`src/rtl/seven_seg_pkg.sv`:
```
// Shared 7-segment display definitions: segment vector type, fixed patterns and scan FSM states.
package seven_seg_pkg;

  typedef logic [6:0] seg_t;  // {g,f,e,d,c,b,a}, 0 = segment on

  localparam seg_t SEG_BLANK = 7'h7F;
  localparam seg_t SEG_DASH  = 7'h3F;

  typedef enum logic {
    GUARD,
    SHOW
  } scan_state_t;

endpackage

```
`src/rtl/seven_seg_encode.sv`:
```
// Combinational hex nibble to active-low 7-segment pattern.
module seven_seg_encode
  import seven_seg_pkg::*;
(
  input  logic [3:0] nibble,
  output seg_t       seg
);

  // NOTE: every output of a combinational block gets a default first so no path can infer a latch.
  always_comb begin
    seg = SEG_BLANK;
    case (nibble)
      4'h0: seg = 7'h40;
      4'h1: seg = 7'h79;
      4'h2: seg = 7'h24;
      4'h3: seg = 7'h30;
      4'h4: seg = 7'h19;
      4'h5: seg = 7'h12;
      4'h6: seg = 7'h02;
      4'h7: seg = 7'h78;
      4'h8: seg = 7'h00;
      4'h9: seg = 7'h18;
      4'hA: seg = 7'h08;
      4'hB: seg = 7'h03;
      4'hC: seg = 7'h46;
      4'hD: seg = 7'h21;
      4'hE: seg = 7'h06;
      4'hF: seg = 7'h0E;
      default: seg = SEG_BLANK;
    endcase
  end

endmodule

```
`src/rtl/seven_seg_scan_driver.sv`:
```
// Multiplexed common-anode 7-segment driver with frame-synchronous loads.
// Optional build macro LEADING_ZERO_BLANK_EN blanks leading zero digits at commit.
module seven_seg_scan_driver
  import seven_seg_pkg::*;
#(
  parameter int NUM_DIGITS  = 4,
  parameter int REFRESH_DIV = 50000
) (
  input  logic                    clk,
  input  logic                    reset_n,
  input  logic                    load,
  input  logic [4*NUM_DIGITS-1:0] value,
  input  logic [NUM_DIGITS-1:0]   blank_mask,
  input  logic [NUM_DIGITS-1:0]   dash_mask,
  input  logic [NUM_DIGITS-1:0]   dp_mask,
  output seg_t                    seg,
  output logic                    dp,
  output logic [NUM_DIGITS-1:0]   an,
  output logic                    frame_done
);

  localparam int PW = $clog2(REFRESH_DIV);
  localparam int IW = (NUM_DIGITS > 1) ? $clog2(NUM_DIGITS) : 1;
  localparam logic [PW-1:0] TC   = PW'(REFRESH_DIV - 1);
  localparam logic [IW-1:0] LAST = IW'(NUM_DIGITS - 1);

  typedef struct packed {
    logic [4*NUM_DIGITS-1:0] value;
    logic [NUM_DIGITS-1:0]   blank;
    logic [NUM_DIGITS-1:0]   dash;
    logic [NUM_DIGITS-1:0]   point;
  } disp_t;

  scan_state_t state_q, state_d;
  logic [PW-1:0] presc_q, presc_d;
  logic [IW-1:0] index_q, index_d;
  logic          tc, wrap, commit;

  disp_t pending_q, active_q, capture, commit_val;
  logic  pending_flag_q;

  seg_t                  enc_seg, seg_d;
  logic [3:0]            nibble;
  logic                  dp_d;
  logic [NUM_DIGITS-1:0] an_d;

  // Scan sequencing: GUARD is always the single prescaler-zero cycle of each digit.
  always_comb begin
    tc      = (presc_q == TC);
    presc_d = tc ? '0 : presc_q + PW'(1);
    state_d = state_q;
    index_d = index_q;
    wrap    = 1'b0;
    case (state_q)
      GUARD: state_d = SHOW;
      SHOW: begin
        if (tc) begin
          state_d = GUARD;
          wrap    = (index_q == LAST);
          index_d = wrap ? '0 : index_q + IW'(1);
        end
      end
      default: state_d = GUARD;
    endcase
  end

  assign commit  = wrap && pending_flag_q;
  assign capture = '{value: value, blank: blank_mask, dash: dash_mask, point: dp_mask};

  always_comb begin
    commit_val = pending_q;
`ifdef LEADING_ZERO_BLANK_EN
    begin : lzb_scan
      logic scanning;
      scanning = 1'b1;
      for (int i = NUM_DIGITS - 1; i >= 1; i--) begin
        if (scanning) begin
          if (pending_q.dash[i] || (pending_q.value[4*i +: 4] != 4'h0)) scanning = 1'b0;
          else commit_val.blank[i] = 1'b1;
        end
      end
    end
`endif
  end

  // Outputs are precomputed from the next state so the registered pins line up with state_q.
  assign nibble = active_q.value[4*int'(index_d) +: 4];

  seven_seg_encode u_encode (
    .nibble (nibble),
    .seg    (enc_seg)
  );

  always_comb begin
    an_d  = '1;
    seg_d = SEG_BLANK;
    dp_d  = 1'b1;
    if ((state_d == SHOW) && !active_q.blank[index_d]) begin
      an_d[index_d] = 1'b0;
      seg_d         = active_q.dash[index_d] ? SEG_DASH : enc_seg;
      dp_d          = ~active_q.point[index_d];
    end
  end

  // NOTE: sequential state is assigned with <= only, so every register samples pre-edge values.
  always_ff @(posedge clk or negedge reset_n) begin
    if (!reset_n) begin
      state_q        <= GUARD;
      presc_q        <= '0;
      index_q        <= '0;
      pending_flag_q <= 1'b0;
      pending_q      <= '{value: '0, blank: '1, dash: '0, point: '0};
      active_q       <= '{value: '0, blank: '1, dash: '0, point: '0};
      seg            <= SEG_BLANK;
      dp             <= 1'b1;
      an             <= '1;
      frame_done     <= 1'b0;
    end else begin
      state_q    <= state_d;
      presc_q    <= presc_d;
      index_q    <= index_d;
      seg        <= seg_d;
      dp         <= dp_d;
      an         <= an_d;
      frame_done <= wrap;
      if (load) pending_q <= capture;
      if (load) pending_flag_q <= 1'b1;
      else if (commit) pending_flag_q <= 1'b0;
      // A load on the commit edge lands in pending; active takes the older pending contents.
      if (commit) active_q <= commit_val;
    end
  end

endmodule

```
`config.mk`:
```
export PLATFORM = sky130hd
export DESIGN_NAME = seven_seg_scan_driver
export DESIGN_NICKNAME = d
export VERILOG_FILES = /design/src/rtl/seven_seg_pkg.sv /design/src/rtl/seven_seg_encode.sv /design/src/rtl/seven_seg_scan_driver.sv
export SDC_FILE = /design/constraint.sdc
export NUM_CORES = 1
export LEC_CHECK = 0
export ABC_AREA = 1
export ABC_CLOCK_PERIOD_IN_PS = 2900
export BUFFER_PORTS_ARGS = -buffer_cell sky130_fd_sc_hd__buf_4
export CAP_MARGIN = 20
export CORE_MARGIN = 2
export CORE_UTILIZATION = 30
export DETAILED_ROUTE_END_ITERATION = 12
export GPL_TIMING_DRIVEN = 0
export SYNTH_ARGS = -nofsm -noshare
export SYNTH_HDL_FRONTEND = slang
export SYNTH_HIERARCHICAL = 1
export SYNTH_SLANG_ARGS = --single-unit
```
`constraint.sdc`:
```
create_clock -name clk -period 2.9 [get_ports clk]
set_clock_uncertainty 0.1 [all_clocks]
set_input_delay 0.58 -clock clk [delete_from_list [all_inputs] [get_ports clk]]
set_output_delay 0.58 -clock clk [all_outputs]
set_load 0.01 [all_outputs]
```
==> After elaboration in Yosys (flattened, before gate mapping) <==
Memory sizes are Yosys's and may differ from the RTL's.
Cells that the tools add are included.
{ "op_classes": {"n_addsub": 2, "magnitude_cmp": 2, "n_eq_ne": 2, "shifts": 1, "muxes": 22, "n_bitwise": 3, "reduce_logical": 5} }
{ "ops": {"columns": ["op", "count"], "rows": [
  ["$add A16 B1 Y16 const B", 1],
  ["$eq A16 B16 Y1 const B", 1],
  ["$mux W16", 1],
  ["$shiftx A16 B5 Y4", 1],
  ["$mux W7", 2],
  ["$mux W1", 10],
  ["$bmux W1 S2", 3],
  ["$mux W2", 3],
  ["$mux W4", 1],
  ["$not A4 Y4", 1],
  ["$logic_and A1 B1 Y1", 3],
  ["$lt A2 B3 Y1 const B", 1],
  ["$add A2 B1 Y2 const B", 1],
  ["$demux W1 S2", 1],
  ["$eq A2 B2 Y1 const B", 1],
  ["$ge A2 B1 Y1 const B", 1],
  ["$not A1 Y1", 2],
  ["$pmux W1 S2", 1],
  ["$reduce_bool A2 Y1", 1],
  ["$logic_not A1 Y1", 1]
]} }
{ "totals": {"register_bits": 89, "rom_bits": 112, "input_bits": 31, "mem_count": 1} }
{ "memory_table": {"columns": ["name", "depth", "word_bits", "rd", "rd_clocked_by_memory_dff", "write_ports", "line_no", "rtl"], "rows": [
  ["(no name shown)", 16, 7, 1, 0, 0, "seven_seg_encode.sv:12", "case (nibble)"]
]} }

==> Depth between registers and ports, before layout <==
Gate-level depths: netlist of the first run.
{ "depth": {"depth_word": 10, "ltp_mapped": 20} }

==> By module <==
Netlist of the first run, hierarchy kept.
{ "modules_own_cells": {"columns": ["mod", "n_inst", "cells_each", "area_per_inst_um2", "seq_area_each_um2"], "rows": [
  ["seven_seg_scan_driver", 1, 420, 3837.4, 2252.2],
  ["seven_seg_encode", 1, 49, 265.3, 0.0]
]} }

==> Worst setup path after synthesis of the first run <==
No wires, ideal clock.
{ "synth_timing": {"kind": "register -> register", "from": "register presc_q[0]", "to": "register seg[3]", "setup_time_ns": 0.077, "arrival_ns": 2.454, "required_time_ns": 2.723, "setup_slack_ns": 0.268, "path_stages_with_launch": 18, "synth_period_minus_slack_ns": 2.632, "path_cell_list": "dfrtp_1 ha_1 nand3_1 nor2_4 nand3_4 nand2_1 nand2_2 nor2_2 nand2_1 nand4_1 inv_1 ha_1 nand2_1 nand2_1 nand2_1 nand2_1 nor2_1 nand2_2"} }
{ "synth_lines": {"columns": ["element", "line_no", "rtl"], "rows": [
  ["start, declared", "seven_seg_scan_driver.sv:35", "logic [PW-1:0] presc_q, presc_d;"],
  ["start signal, assigned", "seven_seg_scan_driver.sv:120", "presc_q <= presc_d;"],
  ["$eq A16 B16 Y1", "seven_seg_scan_driver.sv:49", "tc = (presc_q == TC);"],
  ["$mux W1", "seven_seg_scan_driver.sv:57", "if (tc) begin"],
  ["$pmux W1 S2", "seven_seg_scan_driver.sv:54", "case (state_q)"],
  ["named net state_d", "seven_seg_scan_driver.sv:34", "scan_state_t state_q, state_d;"],
  ["$logic_and A1 B1 Y1", "seven_seg_scan_driver.sv:98", "if ((state_d == SHOW) && !active_q.blank[index_d]) begin"],
  ["$mux W7", "seven_seg_scan_driver.sv:98", null],
  ["named net seg_d[3]", "seven_seg_scan_driver.sv:42", "seg_t enc_seg, seg_d;"],
  ["end signal, assigned", "seven_seg_scan_driver.sv:122", "seg <= seg_d;"],
  ["end, declared", "seven_seg_scan_driver.sv:16", "output seg_t seg,"]
]} }
The timed path passes the listed nets, and every way through them passes these cells. The select of a mux whose other input is x is not followed.
A chain may end at the register's enable or synchronous reset.

==> Final worst setup path of the first run <==
{ "layout_timing": {"from": "register presc_q[0]", "to": "register seg[3]"} }
{ "layout_lines": {"columns": ["element", "line_no", "rtl"], "rows": [
  ["$eq A16 B16 Y1", "seven_seg_scan_driver.sv:49", null],
  ["$mux W2", "seven_seg_scan_driver.sv:57", null],
  ["$mux W2", "seven_seg_scan_driver.sv:54", null],
  ["named net index_d[1]", "seven_seg_scan_driver.sv:36", "logic [IW-1:0] index_q, index_d;"],
  ["$shiftx A16 B5 Y4", "seven_seg_scan_driver.sv:87", "assign nibble = active_q.value[4*int'(index_d) +: 4];"],
  ["named net nibble[1]", "seven_seg_scan_driver.sv:43", "logic [3:0] nibble;"],
  ["$mem_v2 Z16 W7", null, null],
  ["named net enc_seg[3]", "seven_seg_scan_driver.sv:42", null],
  ["$mux W7", "seven_seg_scan_driver.sv:100", "seg_d = active_q.dash[index_d] ? SEG_DASH : enc_seg;"],
  ["$mux W7", "seven_seg_scan_driver.sv:98", null],
  ["named net seg_d[3]", "seven_seg_scan_driver.sv:42", null]
]} }
The timed path passes the listed nets, and every way through them passes these cells. The select of a mux whose other input is x is not followed.

==> results.txt, run 1 <==
Drt drc = 0
CTS tree = built
Least-Margin Pin Slew = 560 ps
Slowest cell on crit path = dfrtp_1
Final Hold Vio Count = 0
Nets@finish = 572
Power Total = 2.60 mW
Initial DRC count = 168
Syn_area_per_cell = 8.75 µm²
Cell chain of the critical path = ha_4, nand3_4, nor2_4, nand4_1, nand2_4, inv_4, nor2_4, nand2_1, nand4_1, inv_2, ha_1, inv_1, nand2_1, nand2_1, nand2_1, nand2_1, nor2_1, nand2_2
Netlist Area Pre-Place = 4100 µm²
Diode count = 0
Core Area = 13300 µm²
CTS Sinks = 89
Non-Filler Instances = 714
FMAX = 370 MHz
Power Density = 507 nW/µm²
DR WL/cell = 12.1 µm
Combinational power share = 4.6%
Ys async rst share = 100%
First-pass GRT wire length = 14500 µm
GRT Residual Overflow = 0
Net Sw Power = 0.573 mW
Util after Layout = 38.5%
Number of global-route vias before repair = 3116
# rows = 42
Switching part of the total = 22.1%
Layout area overhead = 24.9%
CTS Buffer Depth = 2
Area leader, netlist = dfrtp_1
Setup CP Type = reg -> reg
Antenna viol nets, final = 0
Synth top area share = 42.1%
Layout cells sized above 1 = 25.3%
Post-Synthesis Cells = 469
Die H = 121 µm
Ys Warns = 6
Die area = 14600 µm²
Setup crit start kind = flop
Num ports = 44
DR vias/cell = 4.41
Num CTS Buffers = 9
Worst vdd ir = 0.361 mV
FF+latch count, synth = 89
Worst hold margin = 38.8 ps
RePlAce Congestion = 0.807
Slew headroom = 62.7%
IO buf count = 42
Tmin final = 2700 ps
Synth top area cells = dfrtp_1 42%, dfstp_2 13%, nand2_1 12%, inv_1 4.9%, o21ai_0 4.0%
Pint = 2.02 mW
Final worst path period share = 93.3%
Leakage = 2.47 nW
Max-cap violations = 0
DPL Wire Length = 6130 µm
Critical Path AT = 2870 ps
Vias = 3151
Initial Util = 30.9%
Most common cell in the netlist = nand2_1
Total GRT Usage = 12.6%
Crit-path max cell delay = 400 ps
Critical path endpoint category = flop
Unique cell type count in the Yosys netlist = 30
Largest net degree at the start of global routing = 90
TNS Setup = 0 ps
Buffer and inverter count on the worst path = 3
H-Tree Depth = 3
Post-synth EDFFs = 0
CTS clk-pin slew, worst paths = 60 ps
Final Setup Violations = 0
Status = finished clean
CTS root buffer = clkbuf_16
Sequential share of power = 49.6%
Worst EP required = 3070 ps
Syn nets = 508
Clock latency on the worst-skew pair = 340 ps
Die width = 121 µm
Ys flop type = dfrtp_1
Seq/Total Area, Yosys = 54.9%
Synth cell count leaders = 133 x nand2_1, 69 x dfrtp_1, 54 x inv_1, 33 x o21ai_0, 30 x o21ai_1
Slew Viols, Final = 0
Drt total wl = 8610 µm
Placed Cells = 687
Clk pwr share = 45.8%
Worst-path maximum fanout = 6
DR pass1 iterations = 4
Initial antenna violation count = 0
Worst path most repeated cell = nand2_1
Worst Hold Class = in -> async
Crit-path leading delay family = simple AND/OR/NAND/NOR gates
kinds of logic after synthesis:
group           count (synthesis)  share of synthesized area [%]
fa+ha+maj                       8                           2.44
compound gates                 70                           8.60
xor+xnor                        6                           1.28
buf+inv                        72                           7.41
flops                          89                           54.9
simple gates                  224                           25.4
registers in the layout, indices dropped and copies added, names as in the netlist:
signal          flops
commit_val         28
an                  4
state_q             1
pending_flag_q      1
active_q           28
presc_q            16
seg                 7
frame_done          1
dp                  1
index_q             2
metal layers:
layer / vias up / routed length, µm / part of all wire [%] / global-route usage (%)
met2: 59 / 3730 / 43 / 19.0
met1: 1458 / 4250 / 49 / 17.0
li1: 1612 / - / - / -
met3: 22 / 369 / 4.3 / 3.15
met4: 0 / 258 / 3.0 / 5.89
met5: - / 0 / 0 / 0
power by group through the flow:
stage	Clock (mW)	Combinational, mW	Sequential, mW
after floorplan	0	0.0449	1.31
after global placement	0	0.113	1.31
after detailed placement	0	0.117	1.31
after CTS	1.22	0.118	1.29
after global routing	1.27	0.139	1.29
final	1.19	0.119	1.29
stage by stage:
| step | worst slack (ps) | cell area [µm²] |
|---|---|---|
| finish | 195 | 5120 |
| detailed placement | -160 | 4640 |
| floorplan | 268 | 4100 |
| global placement | -88.7 | 4640 |
| global route | -25.8 | 5120 |
| CTS | 11.0 | 5010 |
cell usage in the layout (no fill, tap or decap), types with 13 or more instances in the layout:
cell type  count
buf_4         52
nand2_2       13
dfstp_2       20
o21ai_0       33
nor2_1        22
o21ai_1       30
nand3_1       23
inv_1         53
nand2_1      132
dfrtp_1       68
cell type report:
class / instances / area, µm²
Tap cell: 176 / 220
Clock buffer: 11 / 243
Multi-Input combinational cell: 308 / 1620
Timing Repair Buffer: 53 / 418
Inverter: 58 / 220
Sequential cell: 89 / 2250
Buffer: 14 / 86.3
Clock inverter: 5 / 63.8
Fill cell: 1328 / 8170
worst paths after layout:
check	depth (start not counted)	slack [ps]	endpoint	startpoint
worst max-delay path	18	200	seg[3]	presc_q[0]
worst min-delay path	1	40	presc_q[8]	reset_n
worst max register to register	18	200	seg[3]	presc_q[0]
worst min register to register	2	380	active_q[9]	active_q[9]
max in group asynchronous	2	1990	commit_val[11]	reset_n
min in group clk	3	340	commit_val[13]	value[1]
repair_timing:
item,in CTS,in global routing
hold buffers,0,0
buffers inserted,5,5
pin swaps,4,6
gates resized for setup,6,12
endpoints found under the setup margin,4,6
Note: power is estimated with default switching activity, not from simulation.
==> inputs of run 2 (changes only) <==
- HOLD_SLACK_MARGIN: not set -> 0.15
- MAX_ROUTING_LAYER: not set -> met4
==> results.txt, run 2 (synthesis gave the netlist of run 1 again) <==
Status = finished clean
# rows = 42
Filler cells = 1328
Drt total wl = 8650 µm
Die H = 121 µm
Total GRT Usage = 12.9%
TNS Setup = 0 ps
Tmin final = 2720 ps
DPL Wire Length = 6130 µm
Vias = 3153
Power Density = 504 nW/µm²
Antenna viol nets, final = 0
Worst EP required = 3070 ps
Cell chain of the critical path = ha_4, nand3_4, nor2_4, nand4_1, nand2_4, inv_4, nor2_4, nand2_1, nand4_1, inv_2, ha_1, inv_1, nand2_1, nand2_1, nand2_1, nand2_1, nor2_1, nand2_2
Placed Area = 4640 µm²
Combinational power share = 4.6%
Critical path endpoint category = flop
Num ports = 44
FMAX = 368 MHz
Setup CP Type = reg -> reg
Commonest non-fill, non-tap cell in the layout = nand2_1
Setup crit start = presc_q[0]
Layout cells sized above 1 = 25.5%
CTS Sinks = 89
Initial Util = 30.9%
Clock latency on the worst-skew pair = 340 ps
Slew headroom = 63.5%
DR pass1 iterations = 4
Slowest cell on crit path = dfrtp_1
Final worst path period share = 93.8%
Core Area = 13300 µm²
Worst path most repeated cell = nand2_1
Crit-path max cell delay = 400 ps
Largest net degree at the start of global routing = 90
Worst-path maximum fanout = 5
Worst Hold Class = in -> reg
Sequential share of power = 49.6%
Diode count = 0
Critical Path AT = 2890 ps
Initial DRC count = 165
First-pass GRT wire length = 14500 µm
RePlAce Congestion = 0.819
Clk pwr share = 45.8%
Final Hold Vio Count = 0
H-Tree Depth = 3
DR WL/cell = 12.1 µm
CTS root buffer = clkbuf_16
Max-cap violations = 0
CTS Buffer Depth = 2
Min-Delay Startpoint = value[1]
Number of global-route vias before repair = 3125
Most frequent cells in the layout = 132 x nand2_1, 68 x dfrtp_1, 54 x buf_4
Die width = 121 µm
Setup crit start kind = flop
Nets@finish = 575
Die area = 14600 µm²
Layout area overhead = 25.5%
Pint = 2.02 mW
Least-Margin Pin Slew = 547 ps
Switching part of the total = 22.0%
Final Setup Violations = 0
DR vias/cell = 4.40
Drt drc = 0
CTS tree = built
Post-route cell area = 5150 µm²
Initial antenna violation count = 0
IO buf count = 42
Net Sw Power = 0.572 mW
Reg-to-Reg Start = presc_q[0]
CTS clk-pin slew, worst paths = 70 ps
GRT Residual Overflow = 0
Slew Viols, Final = 0
Worst hold margin = 340 ps
Worst vdd ir = 0.361 mV
Num CTS Buffers = 9
Leakage = 2.48 nW
-- run 2: routing by layer --
metal / track usage, % / vias to the layer above / part of all wire [%]
met5: - / - / 0
met4: 5.89 / 0 / 3.0
met3: 3.10 / 22 / 4.0
met2: 19.0 / 60 / 43
met1: 16.9 / 1452 / 50
li1: - / 1619 / -
-- run 2: worst paths after layout --
check                                       to  slack, ps  depth (start not counted)
worst max-delay path                    seg[3]        180                         18
worst min-delay path            commit_val[13]        340                          3
worst max register to register          seg[3]        180                         18
worst min register to register     active_q[9]        380                          2
max in group asynchronous       commit_val[11]       1420                          3
min in group asynchronous           presc_q[8]        600                          2
-- run 2: critical path: cells and delay by family, from the launching register on --
family                   cells  cell delay, ps
adder cells (fa/ha/maj)      2             510
buffers and inverters        3             220
flip-flops                   1             400
AND/OR/NAND/NOR             13            1420
-- run 2: timing repair --
| item | CTS | global route |
|---|---|---|
| gates resized for setup | 6 | 12 |
| pin swaps | 4 | 7 |
| setup buffers | 5 | 7 |
| setup endpoints to repair | 4 | 6 |
| hold buffers | 0 | 1 |
| hold endpoints to repair | 0 | 20 |
-- run 2: power by group through the flow --
stage	combinational, mW	sequential [mW]	clock (mW)
detailed placement	0.117	1.31	0
floorplan	0.0449	1.31	0
global placement	0.113	1.31	0
finish	0.120	1.29	1.19
global route	0.140	1.29	1.27
CTS	0.118	1.29	1.22
-- run 2: area by class of cell --
class	instances	area [µm²]	share of cell area (%)
sequential	89	2250	43.8
multi-input combinational	308	1620	31.5
timing repair buffer	56	443	8.60
clock buffer	11	243	4.71
inverter	58	220	4.28
tap	176	220	4.28
buffer	14	86.3	1.68
clock inverter	5	63.8	1.24
-- run 2: through the flow --
stage | setup WS (ps) | power [mW] | std cells | utilization [%]
final | 179 | 2.60 | 717 | 38.7
after global routing | -13.4 | 2.70 | 717 | 38.7
after CTS | 11.0 | 2.63 | 708 | 37.7
after detailed placement | -160 | 1.43 | 687 | 34.9
after global placement | -88.7 | 1.42 | 687 | 34.9
after floorplan | 268 | 1.35 | 469 | -
